--- src/rtl/cnn_axis_pixel_unpacker.sv ---
// Serialises 32-bit AXI-Stream beats into 8-bit pixels (byte 0 first) with per-frame pixel counting.
// Optional byte-strobe skipping is enabled by defining CNN_UNPACK_STRB_EN.
module cnn_axis_pixel_unpacker #(
    parameter int unsigned DATA_W       = 32,
    parameter int unsigned PIX_W        = 8,
    parameter int unsigned FRAME_PIXELS = 784
) (
    input  logic                      clk,
    input  logic                      rst_n,
    input  logic [DATA_W-1:0]         s_axis_tdata,
    input  logic [DATA_W/PIX_W-1:0]   s_axis_tstrb,
    input  logic                      s_axis_tlast,
    input  logic                      s_axis_tvalid,
    output logic                      s_axis_tready,
    output logic [PIX_W-1:0]          pix_out,
    output logic                      pix_valid,
    output logic                      pix_last,
    input  logic                      pix_ready,
    output logic                      frame_err,
    input  logic                      err_clr
);

    localparam int unsigned NB    = DATA_W / PIX_W;
    localparam int unsigned IDX_W = (NB > 1) ? $clog2(NB) : 1;
    localparam int unsigned CNT_W = $clog2(FRAME_PIXELS);
    localparam logic [CNT_W-1:0] CNT_MAX = CNT_W'(FRAME_PIXELS - 1);

    typedef enum logic {IDLE, EMIT} state_t;

    state_t              state_q, state_d;
    logic [DATA_W-1:0]   word_q, word_d;
    logic [NB-1:0]       mask_q, mask_d;
    logic [IDX_W-1:0]    idx_q, idx_d;
    logic                tlast_q, tlast_d;
    logic [CNT_W-1:0]    cnt_q, cnt_d;
    logic [PIX_W-1:0]    pix_out_q, pix_out_d;
    logic                pix_valid_q, pix_valid_d;
    logic                pix_last_q, pix_last_d;
    logic                err_q, err_d;
    logic                live_q;

    logic [NB-1:0]       beat_mask;
    logic [NB-1:0]       cur_bit;
    logic [NB-1:0]       rem_mask;
    logic                cur_last;
    logic                at_max;
    logic                xfer;
    logic                accept;
    logic                new_err;

    function automatic logic [IDX_W-1:0] first_idx(input logic [NB-1:0] m);
        first_idx = '0;
        for (int i = NB - 1; i >= 0; i--) begin
            if (m[i]) first_idx = IDX_W'(i);
        end
    endfunction

    function automatic logic [PIX_W-1:0] pick(input logic [DATA_W-1:0] w, input logic [IDX_W-1:0] i);
        pick = PIX_W'(w >> (PIX_W * int'(i)));
    endfunction

`ifdef CNN_UNPACK_STRB_EN
    assign beat_mask = s_axis_tstrb;
`else
    logic unused_strb;
    assign beat_mask   = '1;
    assign unused_strb = ^s_axis_tstrb;
`endif

    // Bytes still to emit after the one currently presented
    assign cur_bit  = NB'(1) << idx_q;
    assign rem_mask = mask_q & ~cur_bit;
    assign cur_last = (rem_mask == '0);
    assign at_max   = (cnt_q == CNT_MAX);
    assign xfer     = pix_valid_q & pix_ready;

    assign s_axis_tready = live_q & ((state_q == IDLE) | (pix_ready & cur_last));
    assign accept        = s_axis_tvalid & s_axis_tready;

    always_comb begin
        state_d     = state_q;
        word_d      = word_q;
        mask_d      = mask_q;
        idx_d       = idx_q;
        tlast_d     = tlast_q;
        cnt_d       = cnt_q;
        pix_out_d   = pix_out_q;
        pix_valid_d = pix_valid_q;
        pix_last_d  = pix_last_q;
        new_err     = 1'b0;

        if (xfer) begin
            cnt_d = at_max ? '0 : cnt_q + CNT_W'(1);
            // End of a tlast word must coincide with the frame's last pixel
            if ((cur_last & tlast_q) != at_max) begin
                new_err = 1'b1;
                cnt_d   = '0;
            end
            if (!cur_last) begin
                mask_d     = rem_mask;
                idx_d      = first_idx(rem_mask);
                pix_out_d  = pick(word_q, first_idx(rem_mask));
                pix_last_d = (cnt_d == CNT_MAX);
            end else begin
                state_d     = IDLE;
                mask_d      = '0;
                pix_valid_d = 1'b0;
                pix_last_d  = 1'b0;
            end
        end

        if (accept) begin
            if (beat_mask != '0) begin
                state_d     = EMIT;
                word_d      = s_axis_tdata;
                mask_d      = beat_mask;
                idx_d       = first_idx(beat_mask);
                tlast_d     = s_axis_tlast;
                pix_out_d   = pick(s_axis_tdata, first_idx(beat_mask));
                pix_valid_d = 1'b1;
                pix_last_d  = (cnt_d == CNT_MAX);
            end else if (s_axis_tlast && (cnt_d != '0)) begin
                new_err = 1'b1;
                cnt_d   = '0;
            end
        end

        err_d = (err_q & ~err_clr) | new_err;
    end

    always_ff @(posedge clk or negedge rst_n) begin
        if (!rst_n) begin
            state_q     <= IDLE;
            word_q      <= '0;
            mask_q      <= '0;
            idx_q       <= '0;
            tlast_q     <= 1'b0;
            cnt_q       <= '0;
            pix_out_q   <= '0;
            pix_valid_q <= 1'b0;
            pix_last_q  <= 1'b0;
            err_q       <= 1'b0;
            live_q      <= 1'b0;
        end else begin
            state_q     <= state_d;
            word_q      <= word_d;
            mask_q      <= mask_d;
            idx_q       <= idx_d;
            tlast_q     <= tlast_d;
            cnt_q       <= cnt_d;
            pix_out_q   <= pix_out_d;
            pix_valid_q <= pix_valid_d;
            pix_last_q  <= pix_last_d;
            err_q       <= err_d;
            live_q      <= 1'b1;
        end
    end

    assign pix_out   = pix_out_q;
    assign pix_valid = pix_valid_q;
    assign pix_last  = pix_last_q;
    assign frame_err = err_q;

endmodule
--- config.mk ---
export PLATFORM = sky130hd
export DESIGN_NAME = cnn_axis_pixel_unpacker
export DESIGN_NICKNAME = d
export VERILOG_FILES = /design/src/rtl/cnn_axis_pixel_unpacker.sv
export SDC_FILE = /design/constraint.sdc
export NUM_CORES = 1
export LEC_CHECK = 0
export CORE_UTILIZATION = 57
export DETAILED_ROUTE_END_ITERATION = 12
export PLACE_DENSITY = 0.9
export SLEW_MARGIN = 15
export SYNTH_ARGS = -nofsm -noshare
export SYNTH_HDL_FRONTEND = slang
export SYNTH_SLANG_ARGS = --single-unit
--- constraint.sdc ---
create_clock -name clk -period 6.2 [get_ports clk]
set_clock_uncertainty 0.15 [all_clocks]
set_input_delay 0.93 -clock clk [delete_from_list [all_inputs] [get_ports clk]]
set_output_delay 0.93 -clock clk [all_outputs]
set_load 0.005 [all_outputs]
# --- Word-level counts from Yosys, hierarchy flattened ---
# Cells that the tools add are included.
classes:
  addsub: 1
  n_eq_ne: 5
  shift: 3
  muxes: 26
  bitwise: 12
  n_reduce_logical: 5
ops:
  columns: ["cell", "count"]
  rows:
  - ["32-bit by 5-bit right shift with 8-bit output", 2]
  - ["10-bit two-way mux", 4]
  - ["10-bit equality test, second input constant", 3]
  - ["8-bit two-way mux", 3]
  - ["2-bit two-way mux", 8]
  - ["4-bit two-way mux", 3]
  - ["10-bit by 1-bit adder with 10-bit output, second input constant", 1]
  - ["1-bit two-way mux", 8]
  - ["1-bit AND", 6]
  - ["4-bit AND", 1]
  - ["4-bit logical NOT", 1]
  - ["4-bit NOT", 1]
  - ["2-bit AND reduction", 2]
  - ["2-bit nonzero test", 2]
  - ["1-bit by 2-bit << shifter with 4-bit output, first input constant", 1]
  - ["2-bit by 1-bit != test with 1-bit output, second input constant", 1]
  - ["1-bit NOT", 2]
  - ["1-bit OR", 2]
  - ["1-bit != test", 1]
word_totals:
  regBits: 61
  output_inout_bits: 12

# --- Longest topological paths before layout ---
# Gate-level depths: netlist of the first run.
depth:
  ltp_word: 13
  mapped_depth: 9
  depth_no_buf: 8

# --- Worst setup path after synthesis of the first run ---
# OpenSTA, ideal clock, no wires.
synth_path:
  path_type: "reg-to-output"
  startpoint: "reg idx_q[1]"
  endpoint: "out s_axis_tready"
  arrival_ns: 1.356
  t_required_ns: 5.120
  path_slack_ns: 3.764
  stages_incl_launch_ff: 7
  n_path_buf: 1
  path_cell_list: "dfrtp_1 > buf_6 > or2_4 > nor4_4 > o21ai_2 > nand2_1 > and2_1"
synth_between:
  elab_chain_len: 7
synth_rtl:
  columns: ["element", "line_no", "text"]
  rows:
  - ["start, declared", "33", "logic [IDX_W-1:0] idx_q, idx_d;"]
  - ["start signal, assigned", "148", "idx_q <= idx_d;"]
  - ["1-bit by 2-bit << shifter with 4-bit output", "71", "assign cur_bit = NB'(1) << idx_q;"]
  - ["4-bit NOT", "72", "assign rem_mask = mask_q & ~cur_bit;"]
  - ["4-bit AND", "72", null]
  - ["4-bit logical NOT", "73", "assign cur_last = (rem_mask == '0);"]
  - ["1-bit AND", "77", "assign s_axis_tready = live_q & ((state_q == IDLE) | (pix_ready & cur_last));"]
  - ["1-bit OR", "77", null]
  - ["1-bit AND", "77", null]
  - ["end, declared", "14", "output logic s_axis_tready,"]
# No other way between the ends.

# --- Worst setup path after layout of the first run ---
# Ends and elaborated chain as after synthesis.

==> results of run 1 <==
## sequential cells by signal, summed over array words and instances, names as in the netlist
name,count
tlast_q,1
cnt_q,10
pix_valid,1
idx_q,2
pix_out,8
pix_last,1
word_q,32
mask_q,4
live_q,1
frame_err,1
## power by group through the flow
stage / clock network (mW) / registers, mW / logic (mW)
after floorplan: 0 / 0.656 / 0.571
after global placement: 0 / 0.701 / 0.679
after detailed placement: 0 / 0.711 / 0.713
after CTS: 0.307 / 0.709 / 0.718
after global routing: 0.327 / 0.737 / 0.791
final: 0.301 / 0.713 / 0.714
## metal layers
layer / vias to the layer above / routed length [um]
met5: - / 0
met4: 0 / 136
met3: 14 / 429
met2: 92 / 3402
met1: 1246 / 2901
li1: 1272 / -
## synthesized netlist by cell type, types with 2 or more instances
| library cell | count | area, sq um |
|---|---|---|
| o21ai_2 | 2 | 17.52 |
| o22ai_1 | 2 | 12.51 |
| buf_6 | 4 | 45.04 |
| xnor2_1 | 2 | 17.52 |
| buf_2 | 6 | 30.03 |
| nand4_1 | 2 | 12.51 |
| nand3_1 | 20 | 100.1 |
| nand2_1 | 134 | 503.0 |
| inv_1 | 4 | 15.01 |
| o211ai_1 | 3 | 22.52 |
| o21ai_0 | 13 | 65.06 |
| a22oi_1 | 8 | 60.06 |
| nor2_1 | 8 | 30.03 |
| and3_1 | 2 | 12.51 |
| mux4_2 | 3 | 67.56 |
| and2_1 | 4 | 25.02 |
| nand2b_1 | 4 | 25.02 |
| nor4_1 | 2 | 12.51 |
| nor3_1 | 5 | 25.02 |
| mux2i_1 | 4 | 40.04 |
| clkbuf_1 | 9 | 33.78 |
| mux2_2 | 4 | 45.04 |
| nor2b_1 | 2 | 12.51 |
| dfrtp_1 | 61 | 1526 |
| mux4_1 | 2 | 52.55 |
| o31ai_1 | 3 | 22.52 |
## stage by stage
stage / setup slack [ps] / instance area, sq um / power (mW)
finish: 2816 / 3815 / 1.728
global route: 2658 / 3815 / 1.855
CTS: 2798 / 3815 / 1.733
detailed placement: 2884 / 3646 / 1.424
global placement: 2895 / 3646 / 1.380
floorplan: 3764 / 3158 / 1.228
## worst paths after layout
path,startpoint,endpoint,slack [ps],cells after the start
setup / recovery,idx_q[1],s_axis_tready,2820,6
hold / removal,word_q[12],word_q[12],330,2
max in group asynchronous,rst_n,word_q[18],4810,2
setup reg to reg,idx_q[0],pix_out[4],3400,5
min in group asynchronous,rst_n,cnt_q[8],580,2
hold reg to reg,word_q[12],word_q[12],330,2
## worst reg2reg max path: cells and delay by family (launching register included)
family / cells / cell delay [ps]
DFF: 1 / 520
AOI/OAI and AO/OA: 2 / 1100
muxes: 2 / 810
and+or+nand+nor: 1 / 100
## final cells by class
cell class / instances / area [sq um] / share of cell area [%]
Clock buffer: 11 / 131.4 / 3.444
Clock inverter: 5 / 37.54 / 0.9839
Inverter: 4 / 15.01 / 0.3936
Multi-Input combinational cell: 259 / 1501 / 39.36
Sequential cell: 61 / 1526 / 40.01
Tap cell: 70 / 87.58 / 2.296
Timing Repair Buffer: 53 / 515.5 / 13.51
## kinds of logic after synthesis
logic type               count (synthesis)  share of synthesized area [%]
AND/OR/NAND/NOR                        194                          27.50
AO/OA/AOI/OAI                           46                          11.69
adder cells (fa/ha/maj)                  1                         0.3961
multiplexers                            14                          6.854
other                                    1                         0.1187
flip-flops                              61                          48.34
XOR/XNOR                                 3                         0.8322
buffers and inverters                   25                          4.279
==> summary.txt, run 1 <==
Clock network
  • Setup bufs post-CTS: 0
  • Worst-Skew Late Latency: approximately 340 ps
  • Num CTS Buffers: 9
  • Hold_buf cts: 0
  • Root Buffer Master: clkbuf_8
  • Clock slew at reported path FFs: roughly 70 ps
  • Htree depth: 3
  • Clock tree buffer depth: 2
  • CTS tree: yes
  • CTS resizes: 0
  • Clock sinks: 61

Route
  • Via density: 5.667
  • Pre-Repair DR Iteration Count: 5
  • Routed WL: about 6900 um
  • # DRC: 0
  • Vias: around 2.6k
  • Initial DRC Count: between 200 and 300
  • Routed len/inst: 14.84 um
  • Antenna Violating Nets Remaining: 0

Run
  • MaxCap Viol Count: 0

Layout
  • P&R area growth vs syn: 20.80%
  • Diode count: 0
  • Layout cell share with drive strength beyond 1: around a tenth
  • Commonest non-fill, non-tap cells in the layout: 134 x nand2_1, 61 x dfrtp_1, 48 x clkdlybuf4s50_1
  • Post-layout util: approximately three quarters
  • Filler instances: 370
  • Commonest non-fill, non-tap cell in the layout: nand2_1
  • Non-filler cells, final: 463
  • # nets final: 431

Timing
  • RSZ-0062 raised after global routing: no
  • Fmax: roughly 300 MHz
  • Slew Limit Fails: 0
  • Hold_ws: ~330 ps
  • Setup tns final: 0 ps
  • Worst slew pin tran: about 1100 ps
  • Final Cycle Share: a little over half
  • Minimum clock period: ~3400 ps
  • Max-slew headroom: around 24%
  • Hold Fails Final Rpt: 0
  • Final setup violation count: 0

Worst setup path
  • CP Capture Type: output pin
  • Crit path max-delay family: simple AND/OR/NAND/NOR gates
  • Slowest Stage Delay on Critical Path: between 400 and 500 ps
  • WP buf/inv: 1
  • Critical path class: flop to output pin
  • CP startpoint kind: flop
  • Worst Path Arrival: roughly 2300 ps
  • Worst path slowest cell: clkdlybuf4s50_1
  • Worst Path Max Fanout: 8
  • CP required: about 5100 ps
  • Crit-path cells: or2_4, nor4_4, o21ai_2, nand2_1, and2_1, clkdlybuf4s50_1

Pwr
  • Cell leakage power: about 1.8 nW
  • Sw Pwr: roughly 660 uW
  • Power density over the cells: roughly 450 nW/um^2
  • Combinational power share: between 40% and 50%
  • Clk pwr share: between 15 and 20%
  • Switch share: around two fifths
  • VDD IR-drop max: approximately 0.00023 V
  • Seq pwr share: slightly above 40%
  • P_int: 1.068 mW

Floorplan
  • Io pins: 54
  • Placeable Area: between 5000 and 6000 sq um
  • Num rows: 26
  • Initial Utilization: between 60% and 70%
  • Die width: between 70 and 80 um
  • Die area: 5842 sq um
  • Die height: roughly 76 um

Placement
  • Port Buffers: slightly below 50
  • Dpl cells: 447
  • RD Place Congestion: slightly below 0.9
  • Hpwl dp: about 4500 um

Synth
  • Seq/Total Area, Yosys: approximately half
  • Count of cell types in the netlist: a little under 60
  • Post-synth EDFFs: 0
  • Yosys warnings: 0
  • Register bit total from synthesis: between 60 and 70
  • Post-Syn Nets: 388
  • Mapped cell area: ~3200 sq um
  • Mapped Cells: 345
  • Async set or reset register ratio after synthesis: 100.0%
  • Main synth FF type: dfrtp_1
  • Syn Area/Cell: around 9.2 sq um

Min path
  • Min-delay worst type: flop to flop

Status
  • Status: finished clean

Global route
  • Tot GR Track Use: roughly 26%
  • Grt met3 use: ~8%
  • Busiest grt layer: met2
  • Number of global-route vias before repair: roughly 2.5k
  • GR Overflow Total: 0
  • Wire length of the first global-routing pass: about 12,000 um
  • Number of antenna violations at the first check in global routing: 0
  • GR Layer Usage met1: between 30 and 40%
  • Grt met2 use: around 42%
  • Largest net degree at the start of global routing: 62
Note: power is estimated with default switching activity, not from simulation.
==> run 2, diff against run 1 <==
--- a/config.mk
+++ b/config.mk
@@ -5,9 +5,9 @@
 export SDC_FILE = /design/constraint.sdc
 export NUM_CORES = 1
 export LEC_CHECK = 0
-export CORE_UTILIZATION = 57
+export CORE_UTILIZATION = 48
 export DETAILED_ROUTE_END_ITERATION = 12
-export PLACE_DENSITY = 0.9
+export PLACE_DENSITY = 0.81
 export SLEW_MARGIN = 15
 export SYNTH_ARGS = -nofsm -noshare
 export SYNTH_HDL_FRONTEND = slang
==> constraint.sdc (replaced) <==
create_clock -name clk -period 2.9 [get_ports clk]
set_clock_uncertainty 0.15 [all_clocks]
set_input_delay 0.435 -clock clk [delete_from_list [all_inputs] [get_ports clk]]
set_output_delay 0.435 -clock clk [all_outputs]
set_load 0.005 [all_outputs]
==> summary.txt, run 2 (synthesis results as in run 1) <==
Status
  • Status: finished clean

Route
  • Initial DRC Count: ~200
  • Antenna Violating Nets Remaining: 0
  • Routed len/inst: between 10 and 15 um
  • Vias: 2,597
  • Routed WL: around 6700 um
  • Via density: ~5.4
  • Pre-Repair DR Iteration Count: 4
  • # DRC: 0

Worst setup path
  • CP Capture Type: output pin
  • WP buf/inv: 1
  • Crit-path cells: or2_4, nor4_4, o21ai_2, nand2_1, and2_1, clkdlybuf4s50_1
  • Reg2reg start: idx_q[1]
  • Reg2reg setup slack: ~440 ps
  • Critical Path Stages: 6
  • R2R cell count: 8
  • R2R Path End: pix_last
  • Setup crit start: idx_q[1]
  • Worst Path Arrival: ~2200 ps
  • CP startpoint kind: flop
  • Worst Path Max Fanout: 8
  • Worst setup endpoint: s_axis_tready
  • Worst path slowest cell: clkdlybuf4s50_1
  • CP required: between 2000 and 2500 ps
  • Crit path max-delay family: simple AND/OR/NAND/NOR gates
  • Critical path class: flop to output pin
  • Slowest Stage Delay on Critical Path: between 400 and 500 ps

Pwr
  • Total power: about 3.8 mW
  • VDD IR-drop max: 0.0004688 V
  • Cell leakage power: 1.798 nW
  • Power density over the cells: ~970 nW/um^2

Clock network
  • Root Buffer Master: clkbuf_8
  • CTS tree: yes
  • Clock tree buffer depth: 2
  • Clock slew at reported path FFs: ~80 ps
  • Worst-Skew Late Latency: about 350 ps
  • Num CTS Buffers: 9
  • Clock sinks: 61
  • Htree depth: 3
  • Hold_buf cts: 0

Placement
  • Hpwl dp: around 4600 um
  • Port Buffers: a little under 50
  • RD Place Congestion: about 0.87
  • Dpl cells: ~460

Global route
  • Number of antenna violations at the first check in global routing: 0
  • GR Overflow Total: 0
  • Wire length of the first global-routing pass: between 10,000 and 15,000 um
  • Number of global-route vias before repair: roughly 2.4k
  • Largest net degree at the start of global routing: 40
  • Tot GR Track Use: between 20% and 30%

Timing
  • RSZ-0062 raised after global routing: no
  • Fmax: 357.5 MHz
  • Minimum clock period: about 2800 ps
  • Setup tns final: 0 ps
  • Hold_ws: 17.17 ps
  • Max-slew headroom: about half
  • Slew Limit Fails: 0
  • Final setup violation count: 0
  • Final Cycle Share: between 90% and 100%
  • Hold Fails Final Rpt: 0
  • Worst slew pin tran: between 700 and 800 ps

Floorplan
  • Die area: about 6900 sq um
  • Initial Utilization: 49.73%
  • Placeable Area: between 6000 and 7000 sq um
  • Die width: about 83 um
  • Io pins: 54
  • Die height: between 80 and 90 um
  • Num rows: 29

Layout
  • Commonest non-fill, non-tap cell in the layout: nand2_1
  • P&R area growth vs syn: 23.02%
  • # nets final: between 400 and 500
  • Largest Register: word_q
  • Filler instances: roughly 500
  • Layout cell share with drive strength beyond 1: between 10 and 15%
  • Commonest non-fill, non-tap cells in the layout: 134 x nand2_1, 59 x dfrtp_1, 48 x clkdlybuf4s50_1
  • Post-layout util: between 60% and 70%
  • Max reg flops: 32
  • Diode count: 0
  • Non-filler cells, final: ~480

Min path
  • Min-delay worst type: input port to async pin

Run
  • MaxCap Viol Count: 0
## run 2: cell types whose count changed in the layout (fill, tap and decap cells not counted)
| cell | before | now |
|---|---|---|
| clkbuf_1 | 2 | 0 |
| inv_6 | 0 | 1 |
| buf_4 | 4 | 11 |
| clkinv_2 | 1 | 2 |
| dfrtp_2 | 0 | 2 |
| dfrtp_1 | 61 | 59 |
## run 2: worst min-delay path by stage
stage | start | slack (ps) | end | cells past startpoint
after floorplan | rst_n | -10 | cnt_q[0] | 0
after global placement | word_q[6] | 300 | word_q[6] | 2
after detailed placement | word_q[5] | 300 | word_q[5] | 2
after CTS | rst_n | 40 | word_q[28] | 1
after global routing | rst_n | 70 | word_q[20] | 1
final | rst_n | 20 | word_q[28] | 1
## run 2: what timing repair did
action | in CTS | in global routing
setup endpoints to repair | 1 | 1
pin swaps | 1 | 0
gates resized for setup | 0 | 2
cloned | 0 | 0
setup buffers | 1 | 2
## run 2: power by group
group          total [mW]  switching, mW  leakage (nW)  internal [mW]
combinational        1.57          0.763         0.976          0.804
sequential           1.52          0.310         0.737           1.21
clock               0.674          0.363        0.0856          0.312
## run 2: metrics by stage
| step | instance area (sq um) | setup WS [ps] |
|---|---|---|
| global route | 3885 | 5.485 |
| detailed placement | 3685 | 373.9 |
| CTS | 3867 | 54.65 |
| finish | 3885 | 102.5 |
| floorplan | 3158 | 702.8 |
| global placement | 3685 | 399.4 |
## run 2: layer usage
metal | up-vias | wire [um] | part of all wire (%) | global-route usage [%]
met5 | - | 0 | 0 | 0
met4 | 0 | 108 | 1.6 | 9.875
met3 | 8 | 272 | 4.1 | 4.473
met2 | 70 | 3335 | 50 | 33.68
met1 | 1242 | 2982 | 45 | 27.39
li1 | 1277 | - | - | -
## run 2: layout make-up
| class | count | area, sq um | area share [%] |
|---|---|---|---|
| Timing Repair Buffer | 60 | 568.0 | 14.62 |
| Multi-Input combinational cell | 259 | 1501 | 38.65 |
| Clock buffer | 9 | 123.9 | 3.188 |
| Tap cell | 77 | 96.34 | 2.480 |
| Clock inverter | 7 | 51.30 | 1.320 |
| Sequential cell | 61 | 1529 | 39.36 |
| Inverter | 4 | 15.01 | 0.3865 |
